File: src/rtl/finn_rtl_krnl_example_pkg.sv
// Shared types and helpers for the FINN RTL example number checker.
package finn_rtl_krnl_example_pkg;

    typedef enum logic [1:0] {
        IDLE = 2'd0,
        RUN  = 2'd1,
        DONE = 2'd2
    } state_e;

    localparam logic [31:0] ALL_ONES = 32'hFFFF_FFFF;

    function automatic logic [31:0] sat_inc32(input logic [31:0] value);
        logic [31:0] result;
        if (value == ALL_ONES) begin
            result = value;
        end else begin
            result = value + 32'd1;
        end
        return result;
    endfunction

endpackage

File: src/rtl/finn_rtl_krnl_example_lane_compare.sv
// Combinational lane check: flags a beat whose lanes differ from base+lane+constant.
module finn_rtl_krnl_example_lane_compare
    import finn_rtl_krnl_example_pkg::*;
#(
    parameter int DATA_W = 512,
    parameter int NUM_W  = 32
) (
    input  logic [DATA_W-1:0] i_data,
    input  logic [NUM_W-1:0]  i_base,
    input  logic [NUM_W-1:0]  i_const,
    output logic              o_mismatch
);

    localparam int LANES = DATA_W / NUM_W;

    // OR-reduce per-lane inequality against the running expected sequence
    always_comb begin
        logic [NUM_W-1:0] w_exp;
        o_mismatch = 1'b0;
        w_exp      = '0;
        for (int i = 0; i < LANES; i++) begin
            w_exp = i_base + NUM_W'(i) + i_const;
            if (i_data[i*NUM_W +: NUM_W] != w_exp) begin
                o_mismatch = 1'b1;
            end else begin
                o_mismatch = o_mismatch;
            end
        end
    end

endmodule

File: config.mk
export PLATFORM = sky130hd
export DESIGN_NAME = finn_rtl_krnl_example_lane_compare
export DESIGN_NICKNAME = d
export VERILOG_FILES = /design/src/rtl/finn_rtl_krnl_example_pkg.sv /design/src/rtl/finn_rtl_krnl_example_lane_compare.sv
export SDC_FILE = /design/constraint.sdc
export NUM_CORES = 1
export LEC_CHECK = 0
export CAP_MARGIN = 20
export CELL_PAD_IN_SITES_DETAIL_PLACEMENT = 1
export CELL_PAD_IN_SITES_GLOBAL_PLACEMENT = 1
export CORE_MARGIN = 3
export CORE_UTILIZATION = 32
export DETAILED_ROUTE_END_ITERATION = 12
export GPL_TIMING_DRIVEN = 1
export PLACE_DENSITY = 0.87
export SETUP_SLACK_MARGIN = 0.3
export SYNTH_ARGS = -nofsm -noshare
export SYNTH_HDL_FRONTEND = slang
export SYNTH_SLANG_ARGS = --single-unit
File: constraint.sdc
create_clock -name vclk -period 6.3
set_clock_uncertainty 0.2 [all_clocks]
set_input_delay 0.945 -clock vclk [all_inputs]
set_output_delay 0.945 -clock vclk [all_outputs]
set_load 0.02 [all_outputs]
==> results.sh, run 1 <==
export IMPL_status="stopped before the end"
export IMPL_haltStage="global routing (5_1_grt)"
export IMPL_tool_error="[ERROR GRT-0116] Global routing finished with congestion. Check the congestion regions in the DRC Viewer."
export IMPL_synth_area_sq_mm=0.0210
export IMPL_seq_area_frac_synth=0
export IMPL_synth_distinct_cells=111
export IMPL_yosys_area_top_type="xnor2_1"
export IMPL_start_util=0.325
export IMPL_synth_compound_area_frac=0.330
export IMPL_die_w_um=262
export IMPL_yosysMostFrequentCell="xnor2_1"
export IMPL_grt_pass1_wl_mm=454
export IMPL_yosys_area_share_adder=0.0768
export IMPL_overflow=1585
export IMPL_synth_avg_cell_area_sq_um=6.59
export IMPL_row_count=93
export IMPL_grt_max_degree=31
export IMPL_dp_hpwl_mm=183
export IMPL_grt_pass1_vias=54700
export IMPL_synth_common_cells="414 x xnor2_1, 278 x nand2_1, 271 x a21oi_1"
export IMPL_port_buffers=577
export IMPL_gp_congestion=1.44
export IMPL_yosys_warnings=0
export IMPL_post_place_cells=5656
export IMPL_yosys_area_share_xor_xnor=0.256
export IMPL_synth_mux_area_frac=0.00679
export IMPL_ys_top_cells_by_area="xnor2_1 17%, xor2_1 8.1%, a21oi_1 6.5%"
export IMPL_gr_usage_all_layers=0.877
export IMPL_cts_hold_fix_buffers=0
export IMPL_syn_inst=3188
export IMPL_synth_top_area_frac=0.173
export IMPL_synth_simple_gate_area_frac=0.269
export IMPL_die_h_um=262
export IMPL_ioPinCount=577
export IMPL_synth_nets=3872
export IMPL_synth_top_family_by_area="compound AO/OA/AOI/OAI gates"
==> per-layer routing <==
metal,GRT overflow,track usage
met4,461,0.876
met2,948,1.00
met3,89,0.810
met1,62,0.835
met5,25,0.688
==> through the flow <==
step	setup TNS [ps]	setup WS (ps)	utilization	instance area, sq um
floorplan	0	300	-	21100
global placement	-1610	-1610	0.562	36400
detailed placement	-2350	-2350	0.562	36400
CTS	-572	-572	0.609	39400
==> kinds of logic after synthesis <==
kind of cell / after synthesis
compound gates: 1053
fa+ha+maj: 108
buf+inv: 314
mux: 14
simple gates: 1088
xor+xnor: 611
==> timing repair <==
action	CTS
resized for setup	614
endpoints found under the setup margin	1
gates cloned	1
pin swaps	174
buffers inserted	138
==> inputs of run 2 (changes only) <==
--- a/config.mk
+++ b/config.mk
@@ -6,14 +6,11 @@
 export NUM_CORES = 1
 export LEC_CHECK = 0
 export CAP_MARGIN = 20
-export CELL_PAD_IN_SITES_DETAIL_PLACEMENT = 1
-export CELL_PAD_IN_SITES_GLOBAL_PLACEMENT = 1
 export CORE_MARGIN = 3
-export CORE_UTILIZATION = 32
+export CORE_UTILIZATION = 30
 export DETAILED_ROUTE_END_ITERATION = 12
 export GPL_TIMING_DRIVEN = 1
-export PLACE_DENSITY = 0.87
-export SETUP_SLACK_MARGIN = 0.3
+export PLACE_DENSITY_LB_ADDON = 0.15
 export SYNTH_ARGS = -nofsm -noshare
 export SYNTH_HDL_FRONTEND = slang
 export SYNTH_SLANG_ARGS = --single-unit
==> constraint.sdc (replaced) <==
create_clock -name vclk -period 8.2
set_clock_uncertainty 0.2 [all_clocks]
set_input_delay 1.23 -clock vclk [all_inputs]
set_output_delay 1.23 -clock vclk [all_outputs]
set_load 0.02 [all_outputs]
==> run 2 against run 1 <==
  * Synthesized cell count did not move
  * The run now ends clean
  * Synthesized area did not move
==> results.sh, run 2 <==
export IMPL_synth_distinct_cells=111
export IMPL_core_sq_mm=0.0689
export IMPL_synth_avg_cell_area_sq_um=6.59
export IMPL_post_place_cells=5507
export IMPL_wl_per_cell_um=35.3
export IMPL_fin_hold_ws_ps=3370
export IMPL_yosysMostFrequentCell="xnor2_1"
export IMPL_ys_top_cells_by_area="xnor2_1 17%, xor2_1 8.1%, a21oi_1 6.5%"
export IMPL_cp_required_ps=6770
export IMPL_die_w_um=271
export IMPL_crit_path_end_kind="output pin"
export IMPL_synth_common_cells="414 x xnor2_1, 278 x nand2_1, 271 x a21oi_1"
export IMPL_synth_nets=3872
export IMPL_tns_ps=0
export IMPL_seq_cells=0
export IMPL_cts_hold_fix_buffers=0
export IMPL_fmax_ghz=0.122
export IMPL_final_cell_mix="967 x buf_4, 575 x clkdlybuf4s50_1, 405 x xnor2_1"
export IMPL_path_class="input pin to output pin"
export IMPL_dr_total_vias=34600
export IMPL_mostFrequentLayoutCell="buf_4"
export IMPL_peakVddDrop_mv=0.0564
export IMPL_antenna_left=0
export IMPL_drt_iter0_drc=5389
export IMPL_final_cell_area_sq_mm=0.0355
export IMPL_drive_gt1_frac=0.253
export IMPL_utilization=0.515
export IMPL_die_h_um=271
export IMPL_p_int_mw=1.98
export IMPL_antenna_found_initial=22
export IMPL_syn_inst=3188
export IMPL_fin_crit_sh=0.996
export IMPL_row_count=96
export IMPL_dp_hpwl_mm=173
export IMPL_yosys_area_top_type="xnor2_1"
export IMPL_ioPinCount=577
export IMPL_syn_to_final_growth_pct=69.1
export IMPL_slew_violations=0
export IMPL_clkbuf_count=0
export IMPL_finish_net_count=5276
export IMPL_drc=0
export IMPL_dieArea_sq_mm=0.0733
export IMPL_hold_viol=0
export IMPL_final_instance_count_excl_fill=5535
export IMPL_overflow=0
export IMPL_finalCriticalPeriod_ps=8170
export IMPL_p_leak_nw=14.4
export IMPL_start_util=0.305
export IMPL_worstMarginPinSlew_ps=1330
export IMPL_sw_frac_of_total=0.607
export IMPL_gr_usage_all_layers=0.504
export IMPL_pwr_share_comb=1.000
export IMPL_crit_path_start_kind="input pin"
export IMPL_postPlaceCellArea_sq_mm=0.0350
export IMPL_drv_cap=0
export IMPL_yosys_warnings=0
export IMPL_seq_area_sq_um=0
export IMPL_p_switching_mw=3.05
export IMPL_post_drt_via_cell_ratio=6.26
export IMPL_hold_class="input pin to output pin"
export IMPL_synth_area_sq_mm=0.0210
export IMPL_grt_pass1_wl_mm=260
export IMPL_wl_mm=196
export IMPL_synth_top_area_frac=0.173
export IMPL_gp_congestion=1.23
export IMPL_port_buffers=577
export IMPL_grt_max_degree=31
export IMPL_power_per_cell_area_mw_per_mm2=141
export IMPL_setup_viol=0
export IMPL_slew_headroom=0.114
export IMPL_status="finished clean"
export IMPL_path_max_fanout=8
export IMPL_p_seq_frac=0
export IMPL_power_frac_clock=0
export IMPL_firstDrtPassIters=6
export IMPL_grt_pass1_vias=32400
export IMPL_seq_area_frac_synth=0
export IMPL_cp_arrival_ps=6740
## run 2: cell families after synthesis
family / count (synthesis) / synth area share
mux: 14 / 0.00679
xor+xnor: 611 / 0.256
compound gates: 1053 / 0.330
fa+ha+maj: 108 / 0.0768
buf+inv: 314 / 0.0604
simple gates: 1088 / 0.269
## run 2: area by class of cell
| cell class | count | area (sq um) |
|---|---|---|
| inverters | 141 | 529 |
| fillers | 7220 | 33400 |
| multi-input cells | 2874 | 20200 |
| diodes | 14 | 35.0 |
| well taps | 931 | 1160 |
| repair buffers | 1575 | 13600 |
## run 2: power by group through the flow
stage	Sequential, mW	Clock, mW	Combinational, mW
after floorplan	0	0	1.94
after global placement	0	0	4.65
after detailed placement	0	0	4.64
after CTS	0	0	4.68
after global routing	0	0.0000000490	5.03
final	0	0.000000206	5.02
## run 2: metrics by stage
stage               power [mW]  setup WS (ps)
floorplan                 1.94           1340
global placement          4.65           -848
detailed placement        4.64           -833
CTS                       4.68           6.02
global route              5.03          -26.6
finish                    5.02           32.1
## run 2: worst max-delay path, cell delays in order
cell and delay [ps]:
clkdlybuf4s50_1 490, ha_1 240, inv_1 80, fa_1 580, buf_4 220, buf_4 210
nor2b_1 100, o21ai_1 240, buf_4 170, a21oi_1 60, o31a_1 320, buf_4 170
nor2_1 320, o21ai_0 200, buf_4 180, xnor2_1 250, o2111ai_1 210, or4_1 640
nor4_4 350, nand4_1 240, buf_6 200
## run 2: repair_timing
item,4_1_cts,5_1_grt
gates resized for setup,33,70
buffers inserted,4,9
setup endpoints to repair,1,1
pin swaps,6,18
## run 2: per-layer routing
layer | GRT usage | share of wire | vias up
li1 | - | - | 14500
met1 | 0.628 | 0.37 | 16400
met2 | 0.734 | 0.40 | 2913
met3 | 0.164 | 0.13 | 725
met4 | 0.348 | 0.090 | 10
met5 | 0 | 0.00031 | -
## run 2: worst paths after layout
| check | depth (start not counted) | start | endpoint | slack (ps) |
|---|---|---|---|---|
| setup / recovery | 21 | i_base[4] | o_mismatch | 30 |
| hold / removal | 6 | i_data[26] | o_mismatch | 3370 |
Power figures use the tool's default switching activity.
